### src/rtl/serdes_pkg.sv
// Shared definitions for the parallel-to-serial feeder: default word size,
// FSM state type and the bit counter width helper.
package serdes_pkg;

  localparam int DEFAULT_WIDTH = 4;

  typedef enum logic {
    IDLE  = 1'b0,
    SHIFT = 1'b1
  } ser_state_t;

  // Bit counter only has to reach WIDTH-1, so $clog2(WIDTH) bits suffice.
  function automatic int cnt_w(input int width);
    return (width < 2) ? 1 : $clog2(width);
  endfunction

endpackage

### src/rtl/word_hold_buf.sv
// One-entry word buffer between the upstream valid/ready source and the shifter.
// The shifter pops it when it copies the word into its shift register.
module word_hold_buf
  import serdes_pkg::*;
#(
  parameter int WIDTH = DEFAULT_WIDTH
) (
  input  logic             clk,
  input  logic             rst,
  input  logic [0:WIDTH-1] in_data,
  input  logic             in_valid,
  output logic             in_ready,
  input  logic             pop,
  output logic             full,
  output logic [0:WIDTH-1] out_data
);

  logic             full_q, full_d;
  logic [0:WIDTH-1] data_q, data_d;
  logic             accept;

  assign in_ready = !full_q;
  assign accept   = in_valid && in_ready;
  assign full     = full_q;
  assign out_data = data_q;

  // Pop empties the slot; a simultaneous accept wins and leaves it full with the new word.
  always_comb begin
    full_d = full_q;
    data_d = data_q;
    if (pop) begin
      full_d = 1'b0;
    end
    if (accept) begin
      full_d = 1'b1;
      data_d = in_data;
    end
  end

  // Buffer state registers.
  always_ff @(posedge clk) begin
    if (rst) begin
      full_q <= 1'b0;
      data_q <= '0;
    end else begin
      full_q <= full_d;
      data_q <= data_d;
    end
  end

endmodule

### src/rtl/piso_serializer.sv
// Parallel-in/serial-out feeder for a downstream SIPO. Word bit WIDTH-1 goes out
// first so that it ends up deepest in the SIPO (q[WIDTH-1]); word_done marks the
// cycle in which the SIPO holds the whole word.
module piso_serializer
  import serdes_pkg::*;
#(
  parameter int WIDTH = DEFAULT_WIDTH
) (
  input  logic             clk,
  input  logic             rst,
  input  logic [0:WIDTH-1] s_data,
  input  logic             s_valid,
  output logic             s_ready,
  input  logic             pause,
  output logic             sout,
  output logic             sout_valid,
  output logic             word_done,
  output logic             busy
);

  localparam int              CNT_W    = cnt_w(WIDTH);
  localparam logic [CNT_W-1:0] LAST_CNT = CNT_W'(WIDTH - 1);

  ser_state_t       state_q, state_d;
  logic [0:WIDTH-1] shreg_q, shreg_d;
  logic [CNT_W-1:0] bit_cnt_q, bit_cnt_d;
  logic             sout_q, sout_d;
  logic             sout_valid_q, sout_valid_d;
  logic             last_q, last_d;       // the bit now on sout is the word's last one
  logic             word_done_q, word_done_d;

  logic             hold_full;
  logic [0:WIDTH-1] hold_data;
  logic             load;
  logic             cur_bit;

  word_hold_buf #(
    .WIDTH(WIDTH)
  ) u_hold (
    .clk      (clk),
    .rst      (rst),
    .in_data  (s_data),
    .in_valid (s_valid),
    .in_ready (s_ready),
    .pop      (load),
    .full     (hold_full),
    .out_data (hold_data)
  );

  assign sout       = sout_q;
  assign sout_valid = sout_valid_q;
  assign word_done  = word_done_q;
  assign busy       = (state_q != IDLE) || hold_full;

  // Select shreg[WIDTH-1-bit_cnt]: the counter walks from the top word bit down to bit 0.
  always_comb begin
    cur_bit = 1'b0;
    for (int i = 0; i < WIDTH; i++) begin
      if (bit_cnt_q == CNT_W'(WIDTH - 1 - i)) begin
        cur_bit = shreg_q[i];
      end
    end
  end

  // FSM next state: load from the hold buffer, shift one bit per cycle, reload without a bubble.
  always_comb begin
    state_d      = state_q;
    shreg_d      = shreg_q;
    bit_cnt_d    = bit_cnt_q;
    sout_d       = sout_q;
    sout_valid_d = sout_valid_q;
    last_d       = last_q;
    word_done_d  = 1'b0;
    load         = 1'b0;
    if (pause) begin
      // Freeze sout, counter and state; nothing counts as a live bit while frozen.
      sout_valid_d = 1'b0;
      last_d       = 1'b0;
    end else begin
      // The SIPO captures the last bit on this edge, so it holds the word next cycle.
      word_done_d = last_q;
      case (state_q)
        IDLE: begin
          sout_d       = 1'b0;
          sout_valid_d = 1'b0;
          last_d       = 1'b0;
          if (hold_full) begin
            load      = 1'b1;
            shreg_d   = hold_data;
            bit_cnt_d = '0;
            state_d   = SHIFT;
          end
        end
        SHIFT: begin
          sout_d       = cur_bit;
          sout_valid_d = 1'b1;
          last_d       = (bit_cnt_q == LAST_CNT);
          bit_cnt_d    = bit_cnt_q + 1'b1;
          if (bit_cnt_q == LAST_CNT) begin
            bit_cnt_d = '0;
            if (hold_full) begin
              load    = 1'b1;
              shreg_d = hold_data;
            end else begin
              state_d = IDLE;
            end
          end
        end
        default: begin
          state_d = IDLE;
        end
      endcase
    end
  end

  // State, shift register and registered outputs.
  always_ff @(posedge clk) begin
    if (rst) begin
      state_q      <= IDLE;
      shreg_q      <= '0;
      bit_cnt_q    <= '0;
      sout_q       <= 1'b0;
      sout_valid_q <= 1'b0;
      last_q       <= 1'b0;
      word_done_q  <= 1'b0;
    end else begin
      state_q      <= state_d;
      shreg_q      <= shreg_d;
      bit_cnt_q    <= bit_cnt_d;
      sout_q       <= sout_d;
      sout_valid_q <= sout_valid_d;
      last_q       <= last_d;
      word_done_q  <= word_done_d;
    end
  end

endmodule

### config.mk
export PLATFORM = sky130hd
export DESIGN_NAME = piso_serializer
export DESIGN_NICKNAME = d
export VERILOG_FILES = /design/src/rtl/serdes_pkg.sv /design/src/rtl/word_hold_buf.sv /design/src/rtl/piso_serializer.sv
export SDC_FILE = /design/constraint.sdc
export NUM_CORES = 1
export LEC_CHECK = 0
export ABC_CLOCK_PERIOD_IN_PS = 3560
export CAP_MARGIN = 20
export CORE_MARGIN = 2
export CORE_UTILIZATION = 52
export DETAILED_ROUTE_END_ITERATION = 10
export GPL_TIMING_DRIVEN = 0
export PLACE_DENSITY = 0.9
export SETUP_SLACK_MARGIN = 0.1
export SYNTH_ARGS = -nofsm -noshare
export SYNTH_HDL_FRONTEND = slang
export SYNTH_SLANG_ARGS = --single-unit
### constraint.sdc
create_clock -name clk -period 3.56 [get_ports clk]
set_clock_uncertainty 0.05 [all_clocks]
set_input_delay 1.068 -clock clk [delete_from_list [all_inputs] [get_ports clk]]
set_output_delay 1.068 -clock clk [all_outputs]
set_load 0.02 [all_outputs]
==> flow_summary_export.csv <==
group,metric,value,unit
synth,synth_cells,78,
synth,synthSimpleGateAreaFrac,18.8,%
floorplan,dieArea,1680,um2
floorplan,initial_core_util,55.3,%
outcome,status,"complete, no violations",
synth,yosys.area.top_type,"dfxtp_1",
cts,hold_buffers,0,
sta,fin_crit_sh,74.4,%
power_and_ir_drop,leakagePower,0.339,nW
synth,synthTopCellsByCount,"dfxtp_1 (16), a21oi_1 (9), nor2_1 (7)",
synth,synth_edf_count,0,
synth,synth_compound_area_share,16.5,%
worst_hold_path,min_path_type,"reg -> reg",
synth,synth.most_common_cell,"dfxtp_1",
global_routing,use_met2,32.0,%
floorplan,core_area,1280,um2
power_and_ir_drop,total_power,0.355,mW
finish,final_nets,107,
worst_setup_path,path_max_fanout,7,
synth,synth_xor_area_share,0,%
synth,synthTopCellsByArea,"dfxtp_1 (45%), ha_1 (8.8%), a21oi_1 (6.3%)",
place,dp_hpwl,1100,um
cts,cts.htree.levels,1,
sta,finalSetupViolations,0,
synth,synth_top_family_by_area,"simple AND/OR/NAND/NOR gates",
cts,ctsResizeCount,0,
finish,final_util,68.2,%
worst_setup_path,arrival,1.53,ns
cts,cts_buffers,3,
global_routing,grt_pass1_wl,2200,um
power_and_ir_drop,ir_drop,231,uV
floorplan,die_h,41.0,um
sta,setup_tns,0,ns
sta,finalHoldViolCount,0,
drt,vias,602,
place,numPortBuffers,11,
worst_setup_path,startpoint_type,"flip-flop",
sta,max_freq,378,MHz
finish,drive_gt1_share,9.68,%
sta,slew_viol_final,0,
place,dp_slack,1.05,ns
finish,antennaDiodeCount,0,
synth,synth_cell_type_count,25,
floorplan,num_rows,13,
synth,synth_top_area_share,45.1,%
global_routing,grt_use_met3,5.43,%
cts,clk_path_buf_depth,2,
finish,stdcell_area,876,um2
synth,yosysWarningCount,0,
cts,clk_latency,0.29,ns
drt,drt_pass1_iterations,4,
global_routing,grt_pass1_vias,519,
global_routing,grt_max_degree,11,
synth,synth.avg_cell_area,9.11,um2
sta,rsz0062_at_grt,"no",
synth,seq_area_frac_synth,45.1,%
drt,ant_nets,0,
drt,postRouteWirelength,1480,um
worst_setup_path,required,2.44,ns
synth,syn-cell-area,711,um2
finish,syn_to_final_growth,23.2,%
place,gp_congestion,0.723,
synth,yosys.area_share.adder,8.80,%
global_routing,grt_util_met1,25.7,%
cts,clk_pin_slew_worst_paths,0.09,ns
synth,synth_async_sr_flop_share,0,%
floorplan,ios,13,
cts,clockRootBuffer,"clkbuf_4",
synth,synthesis.nets,91,
worst_setup_path,path_class,"reg -> out",
global_routing,antenna_found_initial,0,
cts,cts_setup_buffers,0,
drt,wl_per_cell,13.7,um
global_routing,grt_usage,21.2,%
run,drv_cap,0,
power_and_ir_drop,power.density,406,nW/um2
sta,worstMarginPinSlew,0.377,ns
drt,drc,0,
drt,vias_per_cell,5.57,
floorplan,die_w,41.0,um
synth,synth-seq-cells,16,
synth,synth.mux.area_fraction,5.63,%
worst_setup_path,cp-end-kind,"output pin",
cts,cts.sinks,16,
cts,tritoncts,"built",
place,place_area,840,um2
global_routing,overflow,0,
synth,synthFlopType,"dfxtp_1",
sta,finalCriticalPeriod,2.65,ns
drt,drt_iter0_drc,6,
global_routing,top_usage_layer,"met2",
sta,setup_ws,0.913,ns
sta,slew_headroom,74.8,%
-- layout by cell type (no fill, tap or decap), types with 2 or more instances in the layout --
cell type        Yosys  routed
dfxtp_1             16      16
clkdlybuf4s50_1      0      11
a21oi_1              9       9
nor2_1               7       7
inv_1                6       6
ha_1                 5       5
o21ai_0              4       4
mux2i_1              4       4
nand3_1              4       4
o21ai_1              4       4
clkbuf_4             0       3
nor2b_1              2       2
nand2_1              2       2
nor3_1               2       2
-- final timing paths --
check	from	endpoint	slack [ns]	depth (start not counted)
max	state_q$_SDFFE_PP0N_	busy	0.91	3
min	last_q$_SDFF_PP0_	word_done$_SDFF_PP0_	0.41	1
max reg2reg	bit_cnt_q[0]$_SDFFE_PP0P_	sout$_SDFFE_PP0N_	2.13	4
min reg2reg	last_q$_SDFF_PP0_	word_done$_SDFF_PP0_	0.41	1
-- power breakdown --
part	total [mW]	internal, mW	switching [mW]	leakage (nW)
logic	0.0438	0.0211	0.0227	0.188
registers	0.191	0.185	0.00592	0.130
clock network	0.121	0.0623	0.0582	0.0210
-- kinds of logic (layout without fill, tap and decap cells) --
group / after synthesis / in the layout
AOI/OAI and AO/OA: 20 / 20
and+or+nand+nor: 24 / 24
muxes: 4 / 4
DFF: 16 / 16
buffers and inverters: 9 / 24
adders and majority gates: 5 / 5
-- cell type report --
class	count	area, um2
Sequential cell	16	320
Clock buffer	4	36.3
Timing Repair Buffer	11	110
Buffer	3	13.8
Fill cell	104	409
Multi-Input combinational cell	53	354
Tap cell	15	18.8
Inverter	6	22.5
-- metrics by stage --
stage               std cells  hold WS [ns]
global placement          104         0.399
detailed placement        104         0.400
floorplan                  78         0.389
global route              108         0.437
finish                    108         0.415
CTS                       108         0.417
-- worst max-delay path, stage by stage, from the launching register on --
cell,delay [ns]
dfxtp_1,0.46
nor2_1,0.10
inv_1,0.08
clkdlybuf4s50_1,0.61
-- registers in the layout, summed over array words and instances, names as in the netlist --
register,count
u_hold.out_data,4
state_q,1
u_hold.full,1
last_q,1
word_done,1
sout_valid,1
sout,1
bit_cnt_q,2
shreg_q,4
-- per-layer routing --
metal / share of wire (%) / up-vias
li1: - / 297
met1: 47 / 280
met2: 46 / 17
met3: 3.6 / 8
met4: 3.1 / 0
met5: 0 / -
Note: power is estimated with default switching activity, not from simulation.
